### src/rtl/midi_pkg.sv
// midi_pkg: shared MIDI status constants, command words and parser states
package midi_pkg;
  localparam logic [3:0] NOTE_OFF = 4'h8;
  localparam logic [3:0] NOTE_ON = 4'h9;
  localparam logic [3:0] CC = 4'hB;
  localparam logic [6:0] CC_ALL_NOTES_OFF = 7'd123;
  localparam logic [15:0] CMD_STOP_ALL = 16'h7F00;
  localparam logic [15:0] CMD_IDLE = 16'h0000;
  typedef enum logic [2:0] {IDLE, NOTE_NUM, NOTE_VEL, CC_NUM, CC_VAL, SKIP} state_t;
endpackage

### src/rtl/midi_cmd_encoder.sv
// midi_cmd_encoder: parses a MIDI byte stream into single-cycle voice command words
module midi_cmd_encoder
  import midi_pkg::*;
#(
  parameter int CHANNEL = 0,
  parameter bit OMNI = 1'b0
) (
  input  logic        clk,
  input  logic        reset_n,
  input  logic [7:0]  i_byte,
  input  logic        i_byte_valid,
  output logic [15:0] o_data,
  output logic        o_valid,
  output logic        o_drop
);
  state_t state, status_state;
  logic [3:0] chan;
  logic on;
  logic [6:0] d1;
  logic is_status, is_rt, ch_ok, note_bad;
  always_comb begin
    is_status = i_byte[7];
    is_rt = i_byte >= 8'hF8;
    status_state = (i_byte[7:4] == NOTE_ON || i_byte[7:4] == NOTE_OFF) ? NOTE_NUM :
                   (i_byte[7:4] == CC) ? CC_NUM : SKIP;
    ch_ok = OMNI || chan == CHANNEL[3:0];
    note_bad = d1 == 7'h00 || d1 == 7'h7F;
  end
  always_ff @(posedge clk or negedge reset_n) begin
    if (!reset_n) begin
      state <= IDLE;
      chan <= 4'h0;
      on <= 1'b0;
      d1 <= 7'h00;
      o_data <= CMD_IDLE;
      o_valid <= 1'b0;
      o_drop <= 1'b0;
    end else begin
      o_data <= CMD_IDLE;
      o_valid <= 1'b0;
      o_drop <= 1'b0;
      // real-time bytes are invisible to the parser, even mid-message
      if (i_byte_valid && !is_rt) begin
        if (is_status) begin
          state <= status_state;
          chan <= i_byte[3:0];
          on <= i_byte[7:4] == NOTE_ON;
          d1 <= 7'h00;
        end else begin
          case (state)
            NOTE_NUM: begin
              d1 <= i_byte[6:0];
              state <= NOTE_VEL;
            end
            NOTE_VEL: begin
              state <= NOTE_NUM;
              if (!ch_ok || note_bad) o_drop <= 1'b1;
              else begin
                o_valid <= 1'b1;
                o_data <= (on && i_byte[6:0] != 7'h00) ? {1'b1, d1, 1'b0, i_byte[6:0]} : {1'b0, d1, 8'h00};
              end
            end
            CC_NUM: begin
              d1 <= i_byte[6:0];
              state <= CC_VAL;
            end
            CC_VAL: begin
              state <= CC_NUM;
              if (d1 == CC_ALL_NOTES_OFF) begin
                if (ch_ok) begin
                  o_valid <= 1'b1;
                  o_data <= CMD_STOP_ALL;
                end else o_drop <= 1'b1;
              end
            end
            default: ;
          endcase
        end
      end
    end
  end
endmodule

### config.mk
export PLATFORM = sky130hd
export DESIGN_NAME = midi_cmd_encoder
export DESIGN_NICKNAME = d
export VERILOG_FILES = /design/src/rtl/midi_pkg.sv /design/src/rtl/midi_cmd_encoder.sv
export SDC_FILE = /design/constraint.sdc
export NUM_CORES = 1
export LEC_CHECK = 0
export BUFFER_PORTS_ARGS = -buffer_cell sky130_fd_sc_hd__buf_2
export CORE_ASPECT_RATIO = 1.2
export CORE_MARGIN = 4
export CORE_UTILIZATION = 53
export DETAILED_ROUTE_END_ITERATION = 7
export PLACE_DENSITY_LB_ADDON = 0.3
export SLEW_MARGIN = 0
export SYNTH_ARGS = -nofsm -noshare
export SYNTH_HDL_FRONTEND = slang
export SYNTH_SLANG_ARGS = --single-unit
### constraint.sdc
create_clock -name clk -period 1.8 [get_ports clk]
set_input_delay 0.18 -clock clk [delete_from_list [all_inputs] [get_ports clk]]
set_output_delay 0.18 -clock clk [all_outputs]
set_load 0.1 [all_outputs]
==> results of run 1 <==
## worst max-delay path, stage by stage, from the launching register on
cell and delay [ns]:
dfrtp_1 0.42, or4_1 0.57, o211ai_2 0.22, a21o_1 0.27, nor2_1 0.09
## sequential cells by signal (all words and copies together) (netlist names)
name     flops
chan         4
d1           7
o_valid      1
o_data      15
on           1
o_drop       1
state        3
## worst max path at each step
stage,startpoint,to,slack (ns),depth (start not counted)
6_report,d1[3]$_DFFE_PN0P_,o_data[0]$_DFF_PN0_,0.11,4
3_3_place_gp,d1[3]$_DFFE_PN0P_,o_data[0]$_DFF_PN0_,0.17,4
3_5_place_dp,chan[1]$_DFFE_PN0P_,o_data[5]$_DFF_PN0_,0.13,4
2_1_floorplan,d1[3]$_DFFE_PN0P_,o_data[11]$_DFF_PN0_,0.28,4
4_1_cts,chan[1]$_DFFE_PN0P_,o_data[5]$_DFF_PN0_,0.11,4
5_1_grt,d1[3]$_DFFE_PN0P_,o_data[5]$_DFF_PN0_,0.03,4
## what timing repair did
action,4_1_cts,5_1_grt
hold buffers,1,0
resized for setup,0,1
setup endpoints to repair,0,2
hold endpoints to repair,32,0
## synth_stat cells (all sizes together), types with 2 or more instances
library cell / n
nand2b: 6
nand4: 2
nor4: 4
dfrtp: 32
nor2: 12
nor3: 2
mux2: 4
nand3: 9
inv: 4
o211ai: 2
clkbuf: 2
buf: 5
or4: 2
nand2: 11
o21ai: 10
a21oi: 8
a32o: 2
nor2b: 3
and2: 6
o22ai: 2
## stage by stage
stage	power, uW	std cells
floorplan	1220	142
finish	1830	208
global route	1940	208
detailed placement	1300	199
CTS	1830	208
global placement	1270	199
## cell families (layout without fill, tap and decap cells)
| kind of cell | count (synthesis) | after routing |
|---|---|---|
| flip-flops | 32 | 32 |
| AND/OR/NAND/NOR | 61 | 61 |
| XOR/XNOR | 1 | 1 |
| buffers and inverters | 11 | 44 |
| multiplexers | 4 | 4 |
| AO/OA/AOI/OAI | 32 | 32 |
| other | 1 | 1 |
## metal layers
layer  track usage [%]  vias up  share of wire, %
met1              22.4      553                39
met4              6.53        0               1.9
li1                  -      568                 -
met3              5.47        7               5.5
met2              32.7       38                53
met5                 0        -                 0
## power by group through the flow
stage               clock network (uW)  logic, uW  registers (uW)
floorplan                            0        345             870
global placement                     0        344             931
detailed placement                   0        356             945
CTS                                547        358             930
global route                       583        403             952
finish                             536        359             936
## cell type report
class	instances	area share, %
Multi-Input combinational cell	99	36.4
Clock buffer	6	2.37
Sequential cell	32	46.0
Tap cell	33	2.37
Timing Repair Buffer	32	10.1
Inverter	4	0.862
Clock inverter	2	2.01
==> summary.md, run 1 <==
- run status: finished, final reports clean
- Net Sw Power: 579 uW
- root buffer cell: clkbuf_4
- placed wire-length estimate after detailed placement: 2370 um
- DR WL/cell: 15.2 um
- starting density of the core: 57.2%
- iteration-0 DRC count of the detailed router: 70
- cell accounting for the most synthesized area: dfrtp_1
- most used cells in the layout excluding fill and tap cells: dfrtp_1, buf_2, nor2_1
- clock share of power: 29.3%
- final standard cell utilization of the core: 66.9%
- unrepaired setup endpoints after global routing: no
- wire length of the first global-routing pass: 5260 um
- fillcell total: 203
- Worst-Skew Late Latency: 0.34 ns
- area of all placed cells without fillers: 1740 sq um
- Int Pwr: 1250 uW
- Final Routed Wirelength: 3160 um
- async set-reset flop share out of synthesis: 100%
- Setup crit start kind: register
- synthesized cell area: 1490 sq um
- total count of max-transition violations in the final report: 0
- Area growth, synth to finish: 17.1%
- min Tclk post-route: 1.69 ns
- parity-gate share of the synthesized area counting xor and xnor cells: 0.589%
- initial antenna violation count: 0
- count of flip-flops with a built-in enable after synthesis: 0
- slew at the pin closest to its max-slew limit: 0.685 ns
- worst min-delay path class: primary input to register
- sequential share of power: 51.1%
- total placed instance area: 1650 sq um
- Post-Synth Simple-Gate Area: 23.2%
- Die Footprint: 3720 sq um
- total via count in the routed design: 1,166
- nets in the synthesized netlist: 153
- WHS: 0.0948 ns
- Required @ worst endpoint: 2.02 ns
- antenna diode count: 0
- number of global-route vias before repair: 1,124
- fin nets: 185
- combined area of the multi-input logic cells: 633 sq um
- Register-to-Register Path Depth: 4
- post-DR vias/cell: 5.61
- final period utilization: 93.8%
- Hold Vio Cnt, Final: 0
- share of layout cells above drive strength 1: 27.4%
- post-detailed-route DRC marker count: 0
- overall die width: 56.4 um
- number of search-and-repair iterations in the first detailed-routing pass: 4
- Clock Tree Buf Depth: 2
- Max Cap Viol: 0
- quantity of I/O buffers inserted on ports: 27
- worst slack at placement: 0.130 ns
- hold path startpoint: i_byte[2]
- FF-to-FF End: o_data[0]$_DFF_PN0_
- maximum vdd drop: 990 uV
- leading post-synthesis cells by cell area: dfrtp_1, o21ai_0, nand3_1
- Hold Path Depth: 3
- Sink Count: 32
- main combinational cell family by area after synthesis: simple AND/OR/NAND/NOR gates
- GR Overflow Total: 0
- P per Cell Area: 1050 nW/um^2
- CTS clk-pin slew, worst paths: 0.10 ns
- num rows: 20
- DIE HEIGHT: 66.0 um
- all-layer global routing usage: 18.9%
- Synthesis Warnings: 0
- compound-cell area share of the yosys netlist: 14.9%
- synthesized netlist cell count: 142
- sw frac: 31.6%
- category of the worst setup path capture point: register
- Crit Path Category: register to register
- area share of the largest cell type after synthesis: 53.8%
- min setup slack post-route: 0.112 ns
- combinational group share of total power: 19.6%
- part of the Yosys area used for sequential elements: 53.8%
- Synth cell types: 39
- Synth Flop Type: dfrtp_1
- adder-cell share of the synthesized area: 0%
- ANT nets after route: 0
- maximum clock frequency: 0.592 GHz
- Avg Synthesized Cell Area: 10.5 sq um
- biggest fanout along the worst timing path: 8
- synthesis-stage register bit count: 32
- total clock buffers created by CTS: 5
- total core area: 2600 sq um
- clock tree skew after final layout: 0.00645 ns
- worst slew margin relative to its limit: 54.4%
- placer's final routability congestion estimate: 0.917
- Setup Fix Bufs, Post-CTS: 0
- leakage power: 0.000814 uW
- total setup violations reported at the end of the flow: 0
- worst setup slack for register-to-register paths: 0.11 ns
- r2r startpoint: d1[3]$_DFFE_PN0P_
- maximum level of the CTS H-tree: 2
- clock tree from TritonCTS: done
- Worst Hold Path EP: o_data[2]$_DFF_PN0_
- pin count of the biggest net entering global routing: 33
- Top-Level Pins: 29
- commonest non-fill, non-tap cell in the layout: dfrtp_1
- Setup TNS: 0 ns
- Sequential cell area: 801 sq um
- Crit path arrival time: 1.91 ns
- mux contribution to synthesized area: 3.03%
Power figures use the tool's default switching activity.
==> run 2: changes to the inputs <==
- CORE_ASPECT_RATIO: 1.2 -> 0.9
- CORE_UTILIZATION: 53 -> 58
- clock period: 1.8 -> 2 ns (I/O delays scaled with it)
==> summary.md, run 2 (synthesis results as in run 1) <==
- run status: finished, final reports clean
- total core area: 2450 sq um, -6.0%
- clock tree skew after final layout: 0.0104 ns, +0.00399 ns
- top routing layer in use: met4
- DIE HEIGHT: 56.0 um, -15%
- maximum clock frequency: 0.558 GHz, -5.7%
- initial antenna violation count: 0, unchanged
- post-detailed-route DRC marker count: 0, unchanged
- hold path startpoint: i_byte[1]
- Register-to-Register Path Depth: 4, unchanged
- final period utilization: 89.5%, -4.2 points
- unrepaired setup endpoints after global routing: no
- quantity of I/O buffers inserted on ports: 27, unchanged
- Regs by FF count: o_data (15), d1 (7), chan (4)
- length of routed met2 wiring: 1490 um, -12%
- Setup crit start kind: register
- P per Cell Area: 876 nW/um^2, -17%
- most used cells in the layout excluding fill and tap cells: dfrtp_1, buf_2, nor2_1
- Clock Tree Buf Depth: 2, unchanged
- fin nets: 182, -1.6%
- all-layer global routing usage: 19.9%, +0.97 points
- total clock buffers created by CTS: 5, unchanged
- GR Overflow Total: 0, unchanged
- r2r startpoint: state[1]$_DFFE_PN0P_
- min setup slack post-route: 0.209 ns, +0.0974 ns
- total setup violations reported at the end of the flow: 0, unchanged
- Post-Route M1 WL: 1270 um, +2.1%
- Sink Count: 32, unchanged
- worst setup slack for register-to-register paths: 0.21 ns, +0.10 ns
- Worst-Skew Late Latency: 0.33 ns, about the same
- iteration-0 DRC count of the detailed router: 57, -19%
- overall die width: 61.4 um, +8.9%
- placer's final routability congestion estimate: 0.881, -3.9%
- Hold Vio Cnt, Final: 0, unchanged
- maximum level of the CTS H-tree: 2, unchanged
- placed insts: 191, -4.0%
- biggest fanout along the worst timing path: 9, +1
- commonest non-fill, non-tap cell in the layout: dfrtp_1
- cell with the largest stage delay on the worst path: dfrtp_1
- Top-Level Pins: 29, unchanged
- share of layout cells above drive strength 1: 25.7%, -1.7 points
- antenna diode count: 0, unchanged
- min Tclk post-route: 1.79 ns, +0.103 ns
- DR WL/cell: 15.2 um, +0.12%
- Setup Fix Bufs, Post-CTS: 0, unchanged
- Hold Path Depth: 3, unchanged
- num rows: 17, -15%
- cell-by-cell listing of the critical path: nor3b_2 -> o211ai_2 -> a21o_1 -> nor4_1
- total via count in the routed design: 1,168, +0.17%
- fillcell total: 198, -2.5%
- maximum vdd drop: 636 uV, -36%
- final standard cell utilization of the core: 68.4%, +1.5 points
- WHS: 0.158 ns, +0.0632 ns
- CTS clk-pin slew, worst paths: 0.09 ns, about the same
- Required @ worst endpoint: 2.20 ns, +0.18 ns
- Worst path max stage delay: 0.54 ns, -0.03 ns
- count of hold-fix buffers inserted at cts: 1, unchanged
- Final Routed Wirelength: 3030 um, -4.2%
- Die Footprint: 3440 sq um, -7.6%
- root buffer cell: clkbuf_4
- Post-CTS Resized: 0, unchanged
- post-DR vias/cell: 5.87, +4.7%
- metal3 WL: 240 um, +39%
- worst min-delay path class: primary input to register
- Worst Hold Path EP: o_data[1]$_DFF_PN0_
- worst slack at placement: 0.266 ns, +0.136 ns
- clock tree from TritonCTS: done
- pin count of the biggest net entering global routing: 33, unchanged
- Reg with most FFs: o_data
- Setup TNS: 0 ns, unchanged
- slew at the pin closest to its max-slew limit: 0.762 ns, +0.0777 ns
- Crit path arrival time: 1.99 ns, +0.08 ns
- number of cells in the finished layout apart from fillers: 199, -4.3%
- leakage power: 0.000784 uW, -3.7%
- ANT nets after route: 0, unchanged
- number of global-route vias before repair: 1,120, -0.36%
- number of search-and-repair iterations in the first detailed-routing pass: 4, unchanged
- placed wire-length estimate after detailed placement: 2270 um, -4.0%
- worst slew margin relative to its limit: 49.2%, -5.2 points
- category of the worst setup path capture point: register
- wire length of the first global-routing pass: 5060 um, -3.8%
- FF-to-FF End: o_data[5]$_DFF_PN0_
- Largest register FFs: 15, unchanged
- Max Cap Viol: 0, unchanged
- total count of max-transition violations in the final report: 0, unchanged
- Area growth, synth to finish: 12.5%
- Crit Path Category: register to register
- starting density of the core: 60.8%, +3.7 points
[run 2: cell type report]
cell class	instances	area (sq um)	share of cell area [%]
flip-flops and latches	32	801	47.8
well taps	28	35.0	2.09
clock buffers	6	41.3	2.47
clock inverters	1	5.00	0.299
inverters	4	15.0	0.897
multi-input cells	99	624	37.3
repair buffers	29	153	9.12
[run 2: worst max-delay path, delay by kind of cell (launching register included)]
kind / cells / cell delay (ns)
and+or+nand+nor: 2 / 0.66
DFF: 1 / 0.54
AOI/OAI and AO/OA: 2 / 0.46
[run 2: metal layers]
metal	vias to the layer above	track usage, %
met5	-	0
met4	0	6.36
met3	4	6.26
met2	45	30.8
met1	560	26.1
li1	559	-
[run 2: how the worst max path moves through the flow]
stage | from | endpoint | slack, ns | cells after the start
floorplan | d1[3]$_DFFE_PN0P_ | o_data[11]$_DFF_PN0_ | 0.48 | 4
global placement | state[1]$_DFFE_PN0P_ | o_data[15]$_DFF_PN0_ | 0.32 | 4
detailed placement | state[1]$_DFFE_PN0P_ | o_data[15]$_DFF_PN0_ | 0.27 | 4
CTS | state[1]$_DFFE_PN0P_ | o_data[15]$_DFF_PN0_ | 0.24 | 4
global route | state[0]$_DFFE_PN0P_ | d1[0]$_DFFE_PN0P_ | 0.11 | 3
finish | state[1]$_DFFE_PN0P_ | o_data[5]$_DFF_PN0_ | 0.21 | 4
[run 2: where the power goes]
part	leakage [uW]	internal, uW	switching [uW]	total, uW
clock	0.0000281	129	199	328
combinational	0.000332	128	163	290
sequential	0.000423	718	130	848
total	0.000784	975	492	1470
[run 2: per-stage QoR]
step	instance area (sq um)	power [uW]
2_1_floorplan	1490	1090
3_3_place_gp	1620	1130
3_5_place_dp	1620	1150
6_report	1670	1470
5_1_grt	1670	1560
4_1_cts	1670	1480
